$ cat src/rtl/aes_shift_rows_pipe_pkg.sv
// aes_shift_rows_pipe_pkg: state and operation types plus the ShiftRows/InvShiftRows byte permutation
package aes_shift_rows_pipe_pkg;

    typedef enum logic {SR_FWD = 1'b0, SR_INV = 1'b1} sr_op_e;

    typedef logic [3:0][3:0][7:0] aes_state_t;

    // Column indices wrap naturally in 2 bits, giving the mod-4 rotation for free
    function automatic aes_state_t aes_shift_rows_perm(aes_state_t s, sr_op_e op);
        aes_state_t p;
        logic [1:0] col;
        for (int r = 0; r < 4; r++) begin
            for (int c = 0; c < 4; c++) begin
                col = (op == SR_FWD) ? 2'(c + r) : 2'(c - r);
                p[r][c] = s[r][col];
            end
        end
        return p;
    endfunction

endpackage

$ cat src/rtl/aes_shift_rows_stage.sv
// aes_shift_rows_stage: one elastic register stage holding a valid bit and NumShares states, with clear-to-prd
module aes_shift_rows_stage
    import aes_shift_rows_pipe_pkg::*;
#(
    parameter int NumShares = 3
) (
    input  logic                       clk_i,
    input  logic                       rst_i,
    input  logic                       clear_i,
    input  logic [127:0]               prd_i,
    input  logic                       in_valid_i,
    output logic                       in_ready_o,
    input  aes_state_t [NumShares-1:0] data_i,
    output logic                       out_valid_o,
    input  logic                       out_ready_i,
    output aes_state_t [NumShares-1:0] data_o
);

    logic                       valid_q;
    aes_state_t [NumShares-1:0] data_q;

    assign in_ready_o  = !valid_q || out_ready_i;
    assign out_valid_o = valid_q;
    assign data_o      = data_q;

    // Each share gets its own copy of prd_i so no path ever mixes shares
    always_ff @(posedge clk_i or posedge rst_i) begin
        if (rst_i) begin
            valid_q <= 1'b0;
            data_q  <= '0;
        end else if (clear_i) begin
            valid_q <= 1'b0;
            for (int s = 0; s < NumShares; s++) data_q[s] <= prd_i;
        end else if (in_ready_o) begin
            valid_q <= in_valid_i;
            if (in_valid_i) data_q <= data_i;
        end
    end

endmodule

$ cat src/rtl/aes_shift_rows_pipe.sv
// aes_shift_rows_pipe: share-wise ShiftRows/InvShiftRows followed by a NumStages-deep elastic register pipeline
module aes_shift_rows_pipe
    import aes_shift_rows_pipe_pkg::*;
#(
    parameter int NumShares = 3,
    parameter int NumStages = 1
) (
    input  logic                                  clk_i,
    input  logic                                  rst_i,
    input  logic                                  clear_i,
    input  logic [127:0]                          prd_i,
    input  logic                                  in_valid_i,
    output logic                                  in_ready_o,
    input  logic                                  op_i,
    input  logic [NumShares-1:0][3:0][3:0][7:0]   data_i,
    output logic                                  out_valid_o,
    input  logic                                  out_ready_i,
    output logic [NumShares-1:0][3:0][3:0][7:0]   data_o,
    output logic                                  busy_o
);

    aes_state_t [NumShares-1:0] perm;

    always_comb begin
        for (int s = 0; s < NumShares; s++) perm[s] = aes_shift_rows_perm(data_i[s], sr_op_e'(op_i));
    end

    if (NumStages == 0) begin : g_comb
        assign data_o      = perm;
        assign out_valid_o = in_valid_i && !clear_i;
        assign in_ready_o  = out_ready_i && !clear_i;
        assign busy_o      = 1'b0;
    end else begin : g_pipe
        logic                       vld [NumStages+1];
        logic                       rdy [NumStages+1];
        aes_state_t [NumShares-1:0] dat [NumStages+1];
        logic [NumStages-1:0]       stage_valid;

        // A clear blocks acceptance so the flushed pipeline stays empty
        assign vld[0]         = in_valid_i && !clear_i;
        assign dat[0]         = perm;
        assign rdy[NumStages] = out_ready_i;

        for (genvar i = 0; i < NumStages; i++) begin : g_stage
            aes_shift_rows_stage #(.NumShares(NumShares)) u_stage (
                .clk_i      (clk_i),
                .rst_i      (rst_i),
                .clear_i    (clear_i),
                .prd_i      (prd_i),
                .in_valid_i (vld[i]),
                .in_ready_o (rdy[i]),
                .data_i     (dat[i]),
                .out_valid_o(vld[i+1]),
                .out_ready_i(rdy[i+1]),
                .data_o     (dat[i+1])
            );
            assign stage_valid[i] = vld[i+1];
        end

        assign in_ready_o  = rdy[0] && !clear_i;
        assign out_valid_o = vld[NumStages];
        assign data_o      = dat[NumStages];
        assign busy_o      = |stage_valid;
    end

endmodule

$ cat config.mk
export PLATFORM = sky130hd
export DESIGN_NAME = aes_shift_rows_pipe
export DESIGN_NICKNAME = d
export VERILOG_FILES = /design/src/rtl/aes_shift_rows_pipe_pkg.sv /design/src/rtl/aes_shift_rows_stage.sv /design/src/rtl/aes_shift_rows_pipe.sv
export SDC_FILE = /design/constraint.sdc
export NUM_CORES = 1
export LEC_CHECK = 0
export ABC_CLOCK_PERIOD_IN_PS = 24400
export BUFFER_PORTS_ARGS = -buffer_cell sky130_fd_sc_hd__buf_4
export CAP_MARGIN = 15
export CORE_AREA = 5 5 353 355
export CTS_CLUSTER_SIZE = 12
export DETAILED_ROUTE_END_ITERATION = 10
export DIE_AREA = 0 0 358 360
export GPL_ROUTABILITY_DRIVEN = 0
export PLACE_DENSITY = 0.41
export SLEW_MARGIN = 20
export SYNTH_ARGS = -nofsm -noshare
export SYNTH_HDL_FRONTEND = slang
export SYNTH_SLANG_ARGS = --single-unit
$ cat constraint.sdc
create_clock -name clk_i -period 24.4 [get_ports clk_i]
set_clock_uncertainty 0.05 [all_clocks]
set_input_delay 1.22 -clock clk_i [delete_from_list [all_inputs] [get_ports clk_i]]
set_output_delay 1.22 -clock clk_i [all_outputs]
set_load 0.01 [all_outputs]
Yosys cells after proc, flatten, opt, wreduce, memory -nomap -nowiden
Index checks and enable logic that the tools add are counted.
- $lt $le $gt $ge: 4
- muxes and demuxes: 57
- reduce and logical (&&, ||, !) cells: 8
- operators by type and width (kind ; count):
    384-bit two-way mux ; 3
    8-bit binary-select mux with 2-bit select ; 24
    8-bit two-way mux ; 24
    2-bit by 3-bit less-than comparator with 1-bit output (second input constant) ; 4
    2-bit two-way mux ; 4
    2-bit nonzero test ; 2
    1-bit logical AND ; 2
    1-bit zero test ; 2
    1-bit two-way mux ; 2
    2-bit AND reduction ; 1
    1-bit logical OR ; 1
- register bits: 385
- output and inout port bits: 387

Depth between registers and ports, before layout
Gate-level depths: netlist of the first run.
- depth after elaboration: 6
- mapped depth: 7
- depth with buffers taken out: 3

By module
A second synthesis of the first run with hierarchy kept.
- cell total of the unflattened synthesis: 2113
- area, all modules: 20469.6 um^2
- modules (own cells, without submodules) (module ; instances ; cells an instance ; area each (um^2) ; seq. area each (um^2)):
    aes_shift_rows_stage ; 1 ; 1897 ; 18057.3 ; 9634.2
    aes_shift_rows_pipe ; 1 ; 216 ; 2412.3 ; 0.0

Least setup slack after synthesis of the first run
No wires, ideal clock.
- path type: input to output
- start point: input port clear_i
- end point: output port in_ready_o
- data arrival time: 2.010 ns
- data required time: 23.130 ns
- slack: 21.120 ns
- stages on the path: 5
- path buffers: 4
- cells stage by stage: buf_2 > buf_6 > buf_4 > buf_2 > nor2b_1
- word-level cells in the longest chain between the ends: 2
- RTL lines (item ; RTL line ; source):
    start: declaration ; aes_shift_rows_pipe.sv:10 ; input logic clear_i,
    1-bit zero test ; aes_shift_rows_pipe.sv:60 ; assign in_ready_o = rdy[0] && !clear_i;
    1-bit logical AND ; aes_shift_rows_pipe.sv:60 ;
    end: declaration ; aes_shift_rows_pipe.sv:13 ; output logic in_ready_o,
No other way between the ends.

Worst setup path in the final report of the first run
- start point: input port out_ready_i
- end point: register g_pipe.g_stage[0].u_stage.data_q, in the netlist g_pipe.g_stage[0].u_stage.data_o[27]
- word-level cells in the longest chain between the ends: 3
- RTL lines (item ; RTL line ; source):
    start: declaration ; aes_shift_rows_pipe.sv:17 ; input logic out_ready_i,
    1-bit logical OR ; aes_shift_rows_stage.sv:22 ; assign in_ready_o = !valid_q || out_ready_i;
    2-bit nonzero test (no line) ; n/a ;
    2-bit AND reduction (no line) ; n/a ;
    end signal: assignment ; aes_shift_rows_stage.sv:36 ; if (in_valid_i) data_q <= data_i;
    end: declaration ; aes_shift_rows_stage.sv:20 ; aes_state_t [NumShares-1:0] data_q;
No other way between the ends.
A chain may end at the register's enable or synchronous reset.

==> results.rst, run 1 <==
.. list-table::
   :header-rows: 1

   * - Metric
     - Value
   * - Ordered cell list for the critical path
     - buf_4 > nand2b_4 > a21o_4 > buf_4 > buf_4 > buf_4 > mux2_2
   * - Antenna violations before repair
     - 8
   * - Critical path capture point type
     - flop
   * - Wire length per cell
     - 22.1 um
   * - Final layout net count
     - 3129
   * - Final cycle utilization of the critical path
     - 18.2%
   * - Reg-to-reg endpoint
     - g_pipe.g_stage[0].u_stage.data_o[27]
   * - Number of placed I/O pins
     - 905
   * - Final setup violating endpoints
     - 0
   * - Clock buffer depth
     - 3
   * - Worst supply voltage drop on vdd
     - 0.0000400 V
   * - Initial cell density of the core
     - 16.8%
   * - CTS clk-pin slew, worst paths
     - 60 ps
   * - Slowest Stage Delay on Critical Path
     - 780 ps
   * - Leakage
     - 14.6 nW
   * - Portion of the post-synthesis area used by sequential elements
     - 47.5%
   * - Number of distinct standard cells referenced by the synthesized netlist
     - 24
   * - Maximum frequency from static timing analysis
     - 225 MHz
   * - Vias after detailed routing
     - 17000
   * - Post-layout total power
     - 1.99 mW
   * - Worst hold path depth
     - 1
   * - Number of nets in the synthesized netlist
     - 2293
   * - Category of the critical setup timing path
     - input port to flop
   * - Worst-Margin Slew
     - 1020 ps
   * - Worst endpoint data arrival time
     - 4880 ps
   * - Hold WS
     - 442 ps
   * - Quantity of I/O buffers inserted on ports
     - 904
   * - Pin count of the biggest net entering global routing
     - 165
   * - Global-route usage over all layers
     - 14.0%
   * - Total wire length after detailed routing
     - 94600 um
   * - Start point of the worst min-delay path
     - g_pipe.g_stage[0].u_stage.data_o[374]
   * - Vias per Instance
     - 3.97
   * - Detail Route Antenna Nets
     - 0
   * - Vias in the first global route
     - 18100
   * - Max-capacitance violation count
     - 0
   * - Power density cells
     - 66.0 nW/um2
   * - Total of hold buffers inserted after clock tree synthesis
     - 0
   * - Synthesized area per cell
     - 11.4 um2
   * - Clock tree from TritonCTS
     - built
   * - Worst-path cell with the longest stage delay
     - sky130_fd_sc_hd__buf_4
   * - Latest clock arrival within the worst-skew pair
     - 590 ps
   * - Number of instances in the synthesized netlist
     - 1775
   * - Global-route wire length before repair
     - 134000 um
   * - Remaining routing DRC violations
     - 0
   * - Tightest Hold Check Type
     - flop to flop
   * - Worst path buffer plus inverter count
     - 4
   * - Unrepaired setup endpoints after global routing
     - no
   * - Data required time of the critical path
     - 24830 ps
   * - Placement-stage cell area
     - 28600 um2
   * - Run status
     - complete, no violations
   * - Top cell family by delay on the critical path
     - buffers and inverters
   * - Worst relative slew slack
     - 32.1%
   * - Worst-path maximum fanout
     - 48
   * - Max-slew violation count
     - 0
   * - Shortest period the worst path allows
     - 4450 ps
   * - Reg2Reg Setup Slack
     - 20240 ps
   * - Source of the worst register-to-register timing path
     - g_pipe.g_stage[0].u_stage.out_valid_o
   * - Setup ws final
     - 19950 ps
   * - Setup Total Neg Slack
     - 0 ps
   * - Clock root buffer master
     - sky130_fd_sc_hd__clkbuf_16
   * - Count of routing violations after the opening detailed-route iteration
     - 817
   * - Cell area after layout
     - 30200 um2
   * - Post-cts repair resize count
     - 0
   * - Share of cells above drive strength 1
     - 51.6%
   * - Depth of the CTS H-tree
     - 2
   * - Sum of overflow across all layers after global routing
     - 0
   * - Number of cell rows
     - 128
   * - Synth Cell Area
     - 20300 um2
   * - Crit start category
     - input port
   * - Area added between synthesis and finish
     - 48.8%
   * - Number of CTS-inserted buffers
     - 50
   * - Depth of the worst register-to-register path
     - 6
   * - Floorplan Core Area
     - 121000 um2
   * - Most Frequent Cell on Critical Path
     - sky130_fd_sc_hd__buf_4
   * - Hold EP
     - g_pipe.g_stage[0].u_stage.data_o[374]
   * - Yosys reg bits
     - 385
   * - HPWL after detailed placement
     - 73200 um
   * - Commonest non-fill, non-tap cell in the layout
     - sky130_fd_sc_hd__buf_4
   * - Number of iterations in the first detailed-routing pass
     - 5
   * - DIE WIDTH
     - 358 um
   * - Post-CTS setup-driven buffer insertion count
     - 0
   * - Dpl ws
     - 19310 ps
   * - Y dimension of the die
     - 360 um
   * - Leading cell types in the layout, fill and taps excluded
     - sky130_fd_sc_hd__buf_4 (917), sky130_fd_sc_hd__dfrtp_1 (385), sky130_fd_sc_hd__inv_1 (193), sky130_fd_sc_hd__o21ai_0 (192), sky130_fd_sc_hd__mux2_4 (168)
   * - Final-report hold violation count
     - 0
   * - Yosys warns
     - 0
   * - DIE AREA
     - 129000 um2
   * - TritonCTS Sinks
     - 385
how the worst max path moves through the flow:
stage | slack [ps] | startpoint | cells after the start | to
final | 19950 | out_ready_i | 7 | g_pipe.g_stage[0].u_stage.data_o[27]
after floorplan | 12430 | rst_i | 1 | g_pipe.g_stage[0].u_stage.data_o[0]
after global placement | 19330 | clear_i | 6 | g_pipe.g_stage[0].u_stage.data_o[27]
after detailed placement | 19310 | clear_i | 6 | g_pipe.g_stage[0].u_stage.data_o[27]
after CTS | 20010 | clear_i | 6 | g_pipe.g_stage[0].u_stage.data_o[27]
after global routing | 19800 | clear_i | 6 | g_pipe.g_stage[0].u_stage.data_o[27]
power by group:
group | switching (mW) | total, mW | internal [mW]
combinational | 0.225 | 0.485 | 0.260
clock | 0.303 | 0.746 | 0.443
sequential | 0.0479 | 0.760 | 0.712
worst register-to-register path: cells and delay by family, from the launching register on:
kind / cells / cell delay, ps
multiplexers: 1 / 450
buffers and inverters: 3 / 2380
flip-flops: 1 / 430
AND/OR/NAND/NOR: 1 / 290
AO/OA/AOI/OAI: 1 / 440
final cells by class:
class / count / area (um2)
multi-input cells: 1058 / 9180
inverters: 194 / 736
clock buffers: 79 / 1510
flip-flops and latches: 385 / 9630
well taps: 1625 / 2030
repair buffers: 922 / 6970
clock inverters: 9 / 97.6
fillers: 13200 / 90900
diodes: 3 / 7.51
sequential cells by signal, indices dropped and copies added (netlist names):
name,count
g_pipe.g_stage.u_stage.data_o,384
g_pipe.g_stage.u_stage.out_valid_o,1
metrics by stage:
step / cells / utilization (%)
2_1_floorplan: 1775 / -
3_3_place_gp: 4184 / 23.6
3_5_place_dp: 4184 / 23.6
4_1_cts: 4272 / 24.9
5_1_grt: 4272 / 24.9
6_report: 4275 / 24.9
kinds of logic after synthesis:
| logic type | Yosys count | synth area share [%] |
|---|---|---|
| buf+inv | 332 | 7.36 |
| compound gates | 464 | 16.6 |
| mux | 384 | 23.8 |
| flops | 385 | 47.5 |
| simple gates | 210 | 4.75 |
layer usage:
metal | wire length, um | global-route usage [%]
met1 | 40200 | 17.7
met2 | 44400 | 23.2
met3 | 8440 | 4.94
met4 | 1590 | 2.71
met5 | 34 | 0
Yosys cell counts:
cell	count	area share, %
sky130_fd_sc_hd__buf_1	2	0.037
sky130_fd_sc_hd__nand2b_4	1	0.068
sky130_fd_sc_hd__mux2_2	116	6.4
sky130_fd_sc_hd__o21ai_0	192	4.7
sky130_fd_sc_hd__a31oi_1	22	0.68
sky130_fd_sc_hd__o221a_1	8	0.44
sky130_fd_sc_hd__inv_1	194	3.6
sky130_fd_sc_hd__a21oi_1	23	0.57
sky130_fd_sc_hd__dfrtp_1	385	48
sky130_fd_sc_hd__a21boi_0	34	1.3
sky130_fd_sc_hd__nor2_1	78	1.4
sky130_fd_sc_hd__buf_4	3	0.11
sky130_fd_sc_hd__buf_6	21	1.2
sky130_fd_sc_hd__a21o_1	1	0.037
sky130_fd_sc_hd__mux2_4	168	12
sky130_fd_sc_hd__mux2i_1	100	4.9
sky130_fd_sc_hd__o21a_1	22	0.81
sky130_fd_sc_hd__o221a_2	84	4.7
sky130_fd_sc_hd__buf_2	62	1.5
sky130_fd_sc_hd__o22a_1	78	3.4
sky130_fd_sc_hd__nand2b_1	42	1.3
sky130_fd_sc_hd__nand2_1	65	1.2
sky130_fd_sc_hd__clkbuf_1	50	0.93
sky130_fd_sc_hd__nor2b_1	24	0.74
Power figures use the tool's default switching activity.
==> run 2: changes to the inputs <==
--- a/config.mk
+++ b/config.mk
@@ -5,15 +5,15 @@
 export SDC_FILE = /design/constraint.sdc
 export NUM_CORES = 1
 export LEC_CHECK = 0
-export ABC_CLOCK_PERIOD_IN_PS = 24400
+export ABC_CLOCK_PERIOD_IN_PS = 3870
 export BUFFER_PORTS_ARGS = -buffer_cell sky130_fd_sc_hd__buf_4
 export CAP_MARGIN = 15
-export CORE_AREA = 5 5 353 355
+export CORE_AREA = 5 5 345 347
 export CTS_CLUSTER_SIZE = 12
 export DETAILED_ROUTE_END_ITERATION = 10
-export DIE_AREA = 0 0 358 360
+export DIE_AREA = 0 0 350 352
 export GPL_ROUTABILITY_DRIVEN = 0
-export PLACE_DENSITY = 0.41
+export PLACE_DENSITY = 0.43
 export SLEW_MARGIN = 20
 export SYNTH_ARGS = -nofsm -noshare
 export SYNTH_HDL_FRONTEND = slang
==> constraint.sdc (replaced) <==
create_clock -name clk_i -period 3.87 [get_ports clk_i]
set_clock_uncertainty 0.05 [all_clocks]
set_input_delay 0.1935 -clock clk_i [delete_from_list [all_inputs] [get_ports clk_i]]
set_output_delay 0.1935 -clock clk_i [all_outputs]
set_load 0.01 [all_outputs]
==> results.rst, run 2 (synthesized netlist as in run 1, its figures left out) <==
.. list-table::
   :header-rows: 1

   * - Metric
     - Value
   * - Dpl ws
     - 1380 ps
   * - Placement-stage cell area
     - 28700 um2
   * - Max-capacitance violation count
     - 0
   * - Final design utilization
     - 31.5%
   * - Worst relative slew slack
     - 31.0%
   * - Number of iterations in the first detailed-routing pass
     - 5
   * - Antenna violations before repair
     - 19
   * - Critical path capture point type
     - flop
   * - Detail Route Antenna Nets
     - 0
   * - CTS clk-pin slew, worst paths
     - 60 ps
   * - Worst-Margin Slew
     - 1040 ps
   * - Number of cell rows
     - 125
   * - Sum of overflow across all layers after global routing
     - 0
   * - Fill cells
     - 12100
   * - Final layout net count
     - 3759
   * - Hold EP
     - g_pipe.g_stage[0].u_stage.data_o[3]
   * - Power density cells
     - 366 nW/um2
   * - Ordered cell list for the critical path
     - nand2b_4 > a21o_4 > buf_4 > o221a_2 > dlygate4sd3_1
   * - Tightest Hold Check Type
     - input port to flop
   * - Max-slew violation count
     - 0
   * - Worst-path maximum fanout
     - 45
   * - Count of routing violations after the opening detailed-route iteration
     - 957
   * - Category of the critical setup timing path
     - flop to flop
   * - Worst endpoint data arrival time
     - 3390 ps
   * - Leading cell types in the layout, fill and taps excluded
     - sky130_fd_sc_hd__buf_4 (935), sky130_fd_sc_hd__dlygate4sd3_1 (604), sky130_fd_sc_hd__dfrtp_1 (385), sky130_fd_sc_hd__inv_1 (193), sky130_fd_sc_hd__o21ai_0 (192)
   * - Reg2Reg Setup Slack
     - 970 ps
   * - Wire length per cell
     - 21.6 um
   * - Total of hold buffers inserted after clock tree synthesis
     - 604
   * - Area added between synthesis and finish
     - 79.7%
   * - Start point of the worst min-delay path
     - prd_i[3]
   * - Shortest period the worst path allows
     - 2900 ps
   * - DIE WIDTH
     - 350 um
   * - Vias in the first global route
     - 21900
   * - Worst path buffer plus inverter count
     - 2
   * - TritonCTS Sinks
     - 385
   * - Source of the worst register-to-register timing path
     - g_pipe.g_stage[0].u_stage.out_valid_o
   * - Clock buffer depth
     - 3
   * - Final setup violating endpoints
     - 0
   * - Quantity of I/O buffers inserted on ports
     - 904
   * - Worst supply voltage drop on vdd
     - 0.000249 V
   * - Pin count of the biggest net entering global routing
     - 102
   * - Initial cell density of the core
     - 17.5%
   * - Global-route usage over all layers
     - 16.2%
   * - Worst-path cell with the longest stage delay
     - sky130_fd_sc_hd__a21o_4
   * - Run status
     - complete, no violations
   * - Final-report hold violation count
     - 0
   * - Total wire length after detailed routing
     - 104000 um
   * - Vias after detailed routing
     - 19800
   * - Hold WS
     - 31.2 ps
   * - Crit start category
     - flop
   * - Number of placed I/O pins
     - 905
   * - Slowest Stage Delay on Critical Path
     - 670 ps
   * - Final cycle utilization of the critical path
     - 75.0%
   * - Cell area after layout
     - 36400 um2
   * - Leakage
     - 17.3 nW
   * - Global-route wire length before repair
     - 150000 um
   * - Reg-to-reg endpoint
     - g_pipe.g_stage[0].u_stage.data_o[375]
   * - Worst hold path depth
     - 4
   * - DIE AREA
     - 123000 um2
   * - Unrepaired setup endpoints after global routing
     - no
   * - Floorplan Core Area
     - 116000 um2
   * - Number of CTS-inserted buffers
     - 50
   * - Clock tree from TritonCTS
     - built
   * - Post-CTS setup-driven buffer insertion count
     - 0
   * - Post-cts repair resize count
     - 0
   * - Data required time of the critical path
     - 4360 ps
   * - Share of cells above drive strength 1
     - 42.5%
   * - Commonest non-fill, non-tap cell in the layout
     - sky130_fd_sc_hd__buf_4
   * - Maximum frequency from static timing analysis
     - 344 MHz
   * - Remaining routing DRC violations
     - 0
   * - Top cell family by delay on the critical path
     - buffers and inverters
   * - Y dimension of the die
     - 352 um
   * - Latest clock arrival within the worst-skew pair
     - 600 ps
   * - Vias per Instance
     - 4.10
   * - HPWL after detailed placement
     - 78800 um
   * - Depth of the worst register-to-register path
     - 5
   * - Setup ws final
     - 966 ps
   * - Depth of the CTS H-tree
     - 2
   * - Max reg flops
     - 384
   * - Clock root buffer master
     - sky130_fd_sc_hd__clkbuf_16
-- run 2: final cells by class --
| type | count | area (um2) | share of cell area, % |
|---|---|---|---|
| antenna | 14 | 35.0 | 0.0962 |
| timing repair buffer | 1552 | 13300 | 36.5 |
| multi-input combinational | 1058 | 9180 | 25.2 |
| sequential | 385 | 9630 | 26.4 |
| inverter | 194 | 732 | 2.01 |
| clock buffer | 82 | 1530 | 4.19 |
| clock inverter | 11 | 110 | 0.302 |
| tap | 1524 | 1910 | 5.23 |
-- run 2: routing by layer --
layer,global-route usage [%],share of wire [%],vias to the layer above
met5,0,0.012,-
met4,5.68,3.2,2
met3,5.60,8.7,141
met2,28.0,48,704
met1,18.6,40,9746
li1,-,-,9191
-- run 2: through the flow --
step / power [mW] / cells / setup TNS (ps)
6_report: 13.3 / 4820 / 0
5_1_grt: 14.0 / 4815 / 0
4_1_cts: 13.6 / 4806 / 0
3_5_place_dp: 8.07 / 4109 / 0
3_3_place_gp: 8.06 / 4109 / 0
2_1_floorplan: 6.26 / 1775 / -596540
-- run 2: report_power, final --
| part | internal (mW) | switching [mW] | leakage [nW] |
|---|---|---|---|
| Combinational | 2.17 | 1.61 | 12.1 |
| Sequential | 4.49 | 0.307 | 4.45 |
| Clock | 2.81 | 1.94 | 0.797 |
-- run 2: tightest hold or removal path: stages --
cell and delay, ps:
sky130_fd_sc_hd__buf_4 80, sky130_fd_sc_hd__nand2_1 130, sky130_fd_sc_hd__o21ai_0 110, sky130_fd_sc_hd__mux2_4 140
-- run 2: worst max-delay path by stage --
| stage | start | endpoint | slack (ps) | cells past startpoint |
|---|---|---|---|---|
| floorplan | rst_i | g_pipe.g_stage[0].u_stage.data_o[0] | -1550 | 1 |
| global placement | clear_i | g_pipe.g_stage[0].u_stage.data_o[64] | 1370 | 4 |
| detailed placement | clear_i | g_pipe.g_stage[0].u_stage.data_o[64] | 1380 | 4 |
| CTS | g_pipe.g_stage[0].u_stage.out_valid_o | g_pipe.g_stage[0].u_stage.data_o[359] | 950 | 5 |
| global route | g_pipe.g_stage[0].u_stage.out_valid_o | g_pipe.g_stage[0].u_stage.data_o[375] | 840 | 5 |
| finish | g_pipe.g_stage[0].u_stage.out_valid_o | g_pipe.g_stage[0].u_stage.data_o[375] | 970 | 5 |
==> run 3: changes to the inputs <==
--- a/config.mk
+++ b/config.mk
@@ -5,15 +5,16 @@
 export SDC_FILE = /design/constraint.sdc
 export NUM_CORES = 1
 export LEC_CHECK = 0
-export ABC_CLOCK_PERIOD_IN_PS = 3870
+export ABC_AREA = 1
+export ABC_CLOCK_PERIOD_IN_PS = 3000
 export BUFFER_PORTS_ARGS = -buffer_cell sky130_fd_sc_hd__buf_4
 export CAP_MARGIN = 15
-export CORE_AREA = 5 5 345 347
+export CORE_AREA = 5 5 347 349
 export CTS_CLUSTER_SIZE = 12
 export DETAILED_ROUTE_END_ITERATION = 10
-export DIE_AREA = 0 0 350 352
+export DIE_AREA = 0 0 352 354
 export GPL_ROUTABILITY_DRIVEN = 0
-export PLACE_DENSITY = 0.43
+export PLACE_DENSITY = 0.42
 export SLEW_MARGIN = 20
 export SYNTH_ARGS = -nofsm -noshare
 export SYNTH_HDL_FRONTEND = slang
==> constraint.sdc (replaced) <==
create_clock -name clk_i -period 3 [get_ports clk_i]
set_clock_uncertainty 0.05 [all_clocks]
set_input_delay 0.15 -clock clk_i [delete_from_list [all_inputs] [get_ports clk_i]]
set_output_delay 0.15 -clock clk_i [all_outputs]
set_load 0.01 [all_outputs]
==> results.rst, run 3 <==
.. list-table::
   :header-rows: 1

   * - Metric
     - Value
   * - Final setup violating endpoints
     - 0
   * - Worst-Margin Slew
     - 736 ps
   * - Commonest non-fill, non-tap cell in the layout
     - sky130_fd_sc_hd__nand2_1
   * - Quantity of I/O buffers inserted on ports
     - 904
   * - DIE WIDTH
     - 352 um
   * - Filler-free cell count of the finished design
     - 6411
   * - Max-capacitance violation count
     - 0
   * - Number of distinct standard cells referenced by the synthesized netlist
     - 13
   * - HPWL after detailed placement
     - 92500 um
   * - Worst hold path depth
     - 5
   * - Critical path capture point type
     - flop
   * - Post-CTS setup-driven buffer insertion count
     - 0
   * - Number of iterations in the first detailed-routing pass
     - 6
   * - Worst-path cell with the longest stage delay
     - sky130_fd_sc_hd__dlygate4sd3_1
   * - Final cycle utilization of the critical path
     - 80.3%
   * - Leakage
     - 21.6 nW
   * - Antenna violations before repair
     - 23
   * - Leading cell types in the layout, fill and taps excluded
     - sky130_fd_sc_hd__nand2_1 (2243), sky130_fd_sc_hd__buf_4 (928), sky130_fd_sc_hd__dlygate4sd3_1 (796), sky130_fd_sc_hd__dfrtp_1 (385), sky130_fd_sc_hd__inv_1 (193)
   * - Setup Total Neg Slack
     - 0 ps
   * - Area share of the largest cell type after synthesis
     - 46.2%
   * - Pin count of the biggest net entering global routing
     - 127
   * - Synth Cell Area
     - 20800 um2
   * - Portion of the post-synthesis area used by sequential elements
     - 46.2%
   * - Number of nets in the synthesized netlist
     - 3722
   * - Worst relative slew slack
     - 50.9%
   * - Reg-to-reg endpoint
     - g_pipe.g_stage[0].u_stage.data_o[15]
   * - DIE AREA
     - 125000 um2
   * - Number of CTS-inserted buffers
     - 53
   * - Number of enable-type register cells in the synthesized netlist
     - 0
   * - Detail Route Antenna Nets
     - 0
   * - Power density cells
     - 480 nW/um2
   * - Run status
     - complete, no violations
   * - Clock buffer depth
     - 3
   * - Depth of the worst register-to-register path
     - 7
   * - Unrepaired setup endpoints after global routing
     - no
   * - Clock tree from TritonCTS
     - built
   * - Max reg flops
     - 384
   * - Placement-stage cell area
     - 29100 um2
   * - Worst endpoint data arrival time
     - 2880 ps
   * - Global-route usage over all layers
     - 19.3%
   * - Latest clock arrival within the worst-skew pair
     - 640 ps
   * - Y dimension of the die
     - 354 um
   * - Number of placed I/O pins
     - 905
   * - Share of cells above drive strength 1
     - 21.5%
   * - Total of hold buffers inserted after clock tree synthesis
     - 796
   * - Clock root buffer master
     - sky130_fd_sc_hd__clkbuf_16
   * - Number of instances in the synthesized netlist
     - 3204
   * - Tightest Hold Check Type
     - input port to flop
   * - CTS clk-pin slew, worst paths
     - 60 ps
   * - Cell area after layout
     - 39100 um2
   * - Depth of the CTS H-tree
     - 2
   * - Slowest Stage Delay on Critical Path
     - 570 ps
   * - Remaining routing DRC violations
     - 0
   * - Floorplan Core Area
     - 117000 um2
   * - Max-slew violation count
     - 0
   * - Vias per Instance
     - 4.15
   * - Shortest period the worst path allows
     - 2410 ps
   * - Worst supply voltage drop on vdd
     - 0.000449 V
   * - Yosys reg bits
     - 385
   * - Synthesized area per cell
     - 6.50 um2
   * - Post-cts repair resize count
     - 0
   * - Top-count cell post-synth
     - sky130_fd_sc_hd__nand2_1
   * - Source of the worst register-to-register timing path
     - g_pipe.g_stage[0].u_stage.out_valid_o
   * - Fill cells
     - 12800
   * - Start point of the worst min-delay path
     - prd_i[96]
   * - Vias in the first global route
     - 27200
   * - Data required time of the critical path
     - 3470 ps
   * - Final layout net count
     - 5339
   * - Reg2Reg Setup Slack
     - 700 ps
   * - Global-route wire length before repair
     - 182000 um
   * - Most instantiated flip-flop cell in the synthesis netlist
     - sky130_fd_sc_hd__dfrtp_1
   * - Cell count after placement
     - 5506
   * - Number of cell rows
     - 126
   * - Hold EP
     - g_pipe.g_stage[0].u_stage.data_o[224]
   * - TritonCTS Sinks
     - 385
   * - Crit start category
     - input port
   * - Area added between synthesis and finish
     - 87.7%
   * - Sum of overflow across all layers after global routing
     - 0
   * - Count of routing violations after the opening detailed-route iteration
     - 2049
   * - Vias after detailed routing
     - 26600
   * - Category of the critical setup timing path
     - input port to flop
   * - Share of flip-flops with an asynchronous set or reset
     - 100%
   * - Yosys warns
     - 0
   * - Yosys top cell by area
     - sky130_fd_sc_hd__dfrtp_1
   * - Biggest area contributors in the synthesized netlist
     - sky130_fd_sc_hd__dfrtp_1 (46%), sky130_fd_sc_hd__nand2_1 (40%), sky130_fd_sc_hd__nand3_1 (4.6%)
   * - Ordered cell list for the critical path
     - dlygate4sd3_1 > buf_4 > inv_1 > nand2_1 > dlygate4sd3_1 > nand3_1 > dlygate4sd3_1 > nand2_1 > dlygate4sd3_1 > nand2_1 > nand2_1
   * - Maximum frequency from static timing analysis
     - 415 MHz
   * - Total wire length after detailed routing
     - 125000 um
   * - Initial cell density of the core
     - 17.8%
   * - Worst-path maximum fanout
     - 2
   * - Final-report hold violation count
     - 0
   * - Top cells by count, synth
     - sky130_fd_sc_hd__nand2_1 (2243), sky130_fd_sc_hd__dfrtp_1 (385), sky130_fd_sc_hd__inv_1 (195), sky130_fd_sc_hd__nand3_1 (192), sky130_fd_sc_hd__buf_2 (127)
   * - Wire length per cell
     - 19.4 um
## run 3: changes by cell type after synthesis, sizes merged, moves of 86 or more
cell,previous run,this run
nand2,65,2244
mux2,284,0
nand3,0,192
o21ai,192,1
mux2i,100,0
o221a,92,0
buf,88,174
## run 3: worst max-delay path by stage
stage / from / endpoint / depth (start not counted)
6_report: data_i[122] / g_pipe.g_stage[0].u_stage.data_o[114] / 11
5_1_grt: g_pipe.g_stage[0].u_stage.out_valid_o / g_pipe.g_stage[0].u_stage.data_o[15] / 7
4_1_cts: data_i[122] / g_pipe.g_stage[0].u_stage.data_o[114] / 11
3_5_place_dp: clear_i / g_pipe.g_stage[0].u_stage.data_o[178] / 7
3_3_place_gp: g_pipe.g_stage[0].u_stage.out_valid_o / g_pipe.g_stage[0].u_stage.data_o[300] / 7
2_1_floorplan: rst_i / g_pipe.g_stage[0].u_stage.data_o[0] / 1
## run 3: power by group
part | total [mW] | switching (mW) | internal [mW]
clock network | 7.33 | 2.81 | 4.52
logic | 5.24 | 2.65 | 2.60
registers | 6.20 | 0.407 | 5.80
## run 3: final cells by class
| type | instances | area [um2] | share of cell area, % |
|---|---|---|---|
| Tap cell | 1536 | 1920 | 4.91 |
| Antenna cell | 12 | 30.0 | 0.0768 |
| Sequential cell | 385 | 9630 | 24.6 |
| Clock buffer | 73 | 1530 | 3.92 |
| Inverter | 197 | 773 | 1.98 |
| Timing Repair Buffer | 1746 | 15400 | 39.3 |
| Multi-Input combinational cell | 2438 | 9410 | 24.1 |
| Clock inverter | 24 | 458 | 1.17 |
## run 3: worst max-delay path: cells and delay by family
family	cells	cell delay (ps)
buffers and inverters	6	2450
AND/OR/NAND/NOR	5	300
## run 3: cells by family (layout without fill, tap and decap cells)
group                  after synthesis  count (layout)  share of synthesized area (%)
AND/OR/NAND/NOR                   2436            2436                           45.1
flip-flops                         385             385                           46.2
buffers and inverters              381            2040                           8.66
AO/OA/AOI/OAI                        2               2                         0.0480
other                                0              12                              0
## run 3: through the flow
stage	util (%)	power (mW)	hold slack, ps	setup slack, ps
6_report	33.4	18.8	36.4	592
3_3_place_gp	24.9	10.5	320	761
5_1_grt	33.4	19.7	44.9	500
2_1_floorplan	-	7.98	221	-2380
3_5_place_dp	24.9	10.5	325	765
4_1_cts	33.4	19.1	0.778	680
## run 3: routing by layer
metal	vias to the layer above	global-route usage (%)	part of all wire [%]
met5	-	0	0.071
met4	14	7.65	4.3
met3	231	5.47	7.7
met2	995	31.7	46
met1	12600	24.0	42
li1	12800	-	-
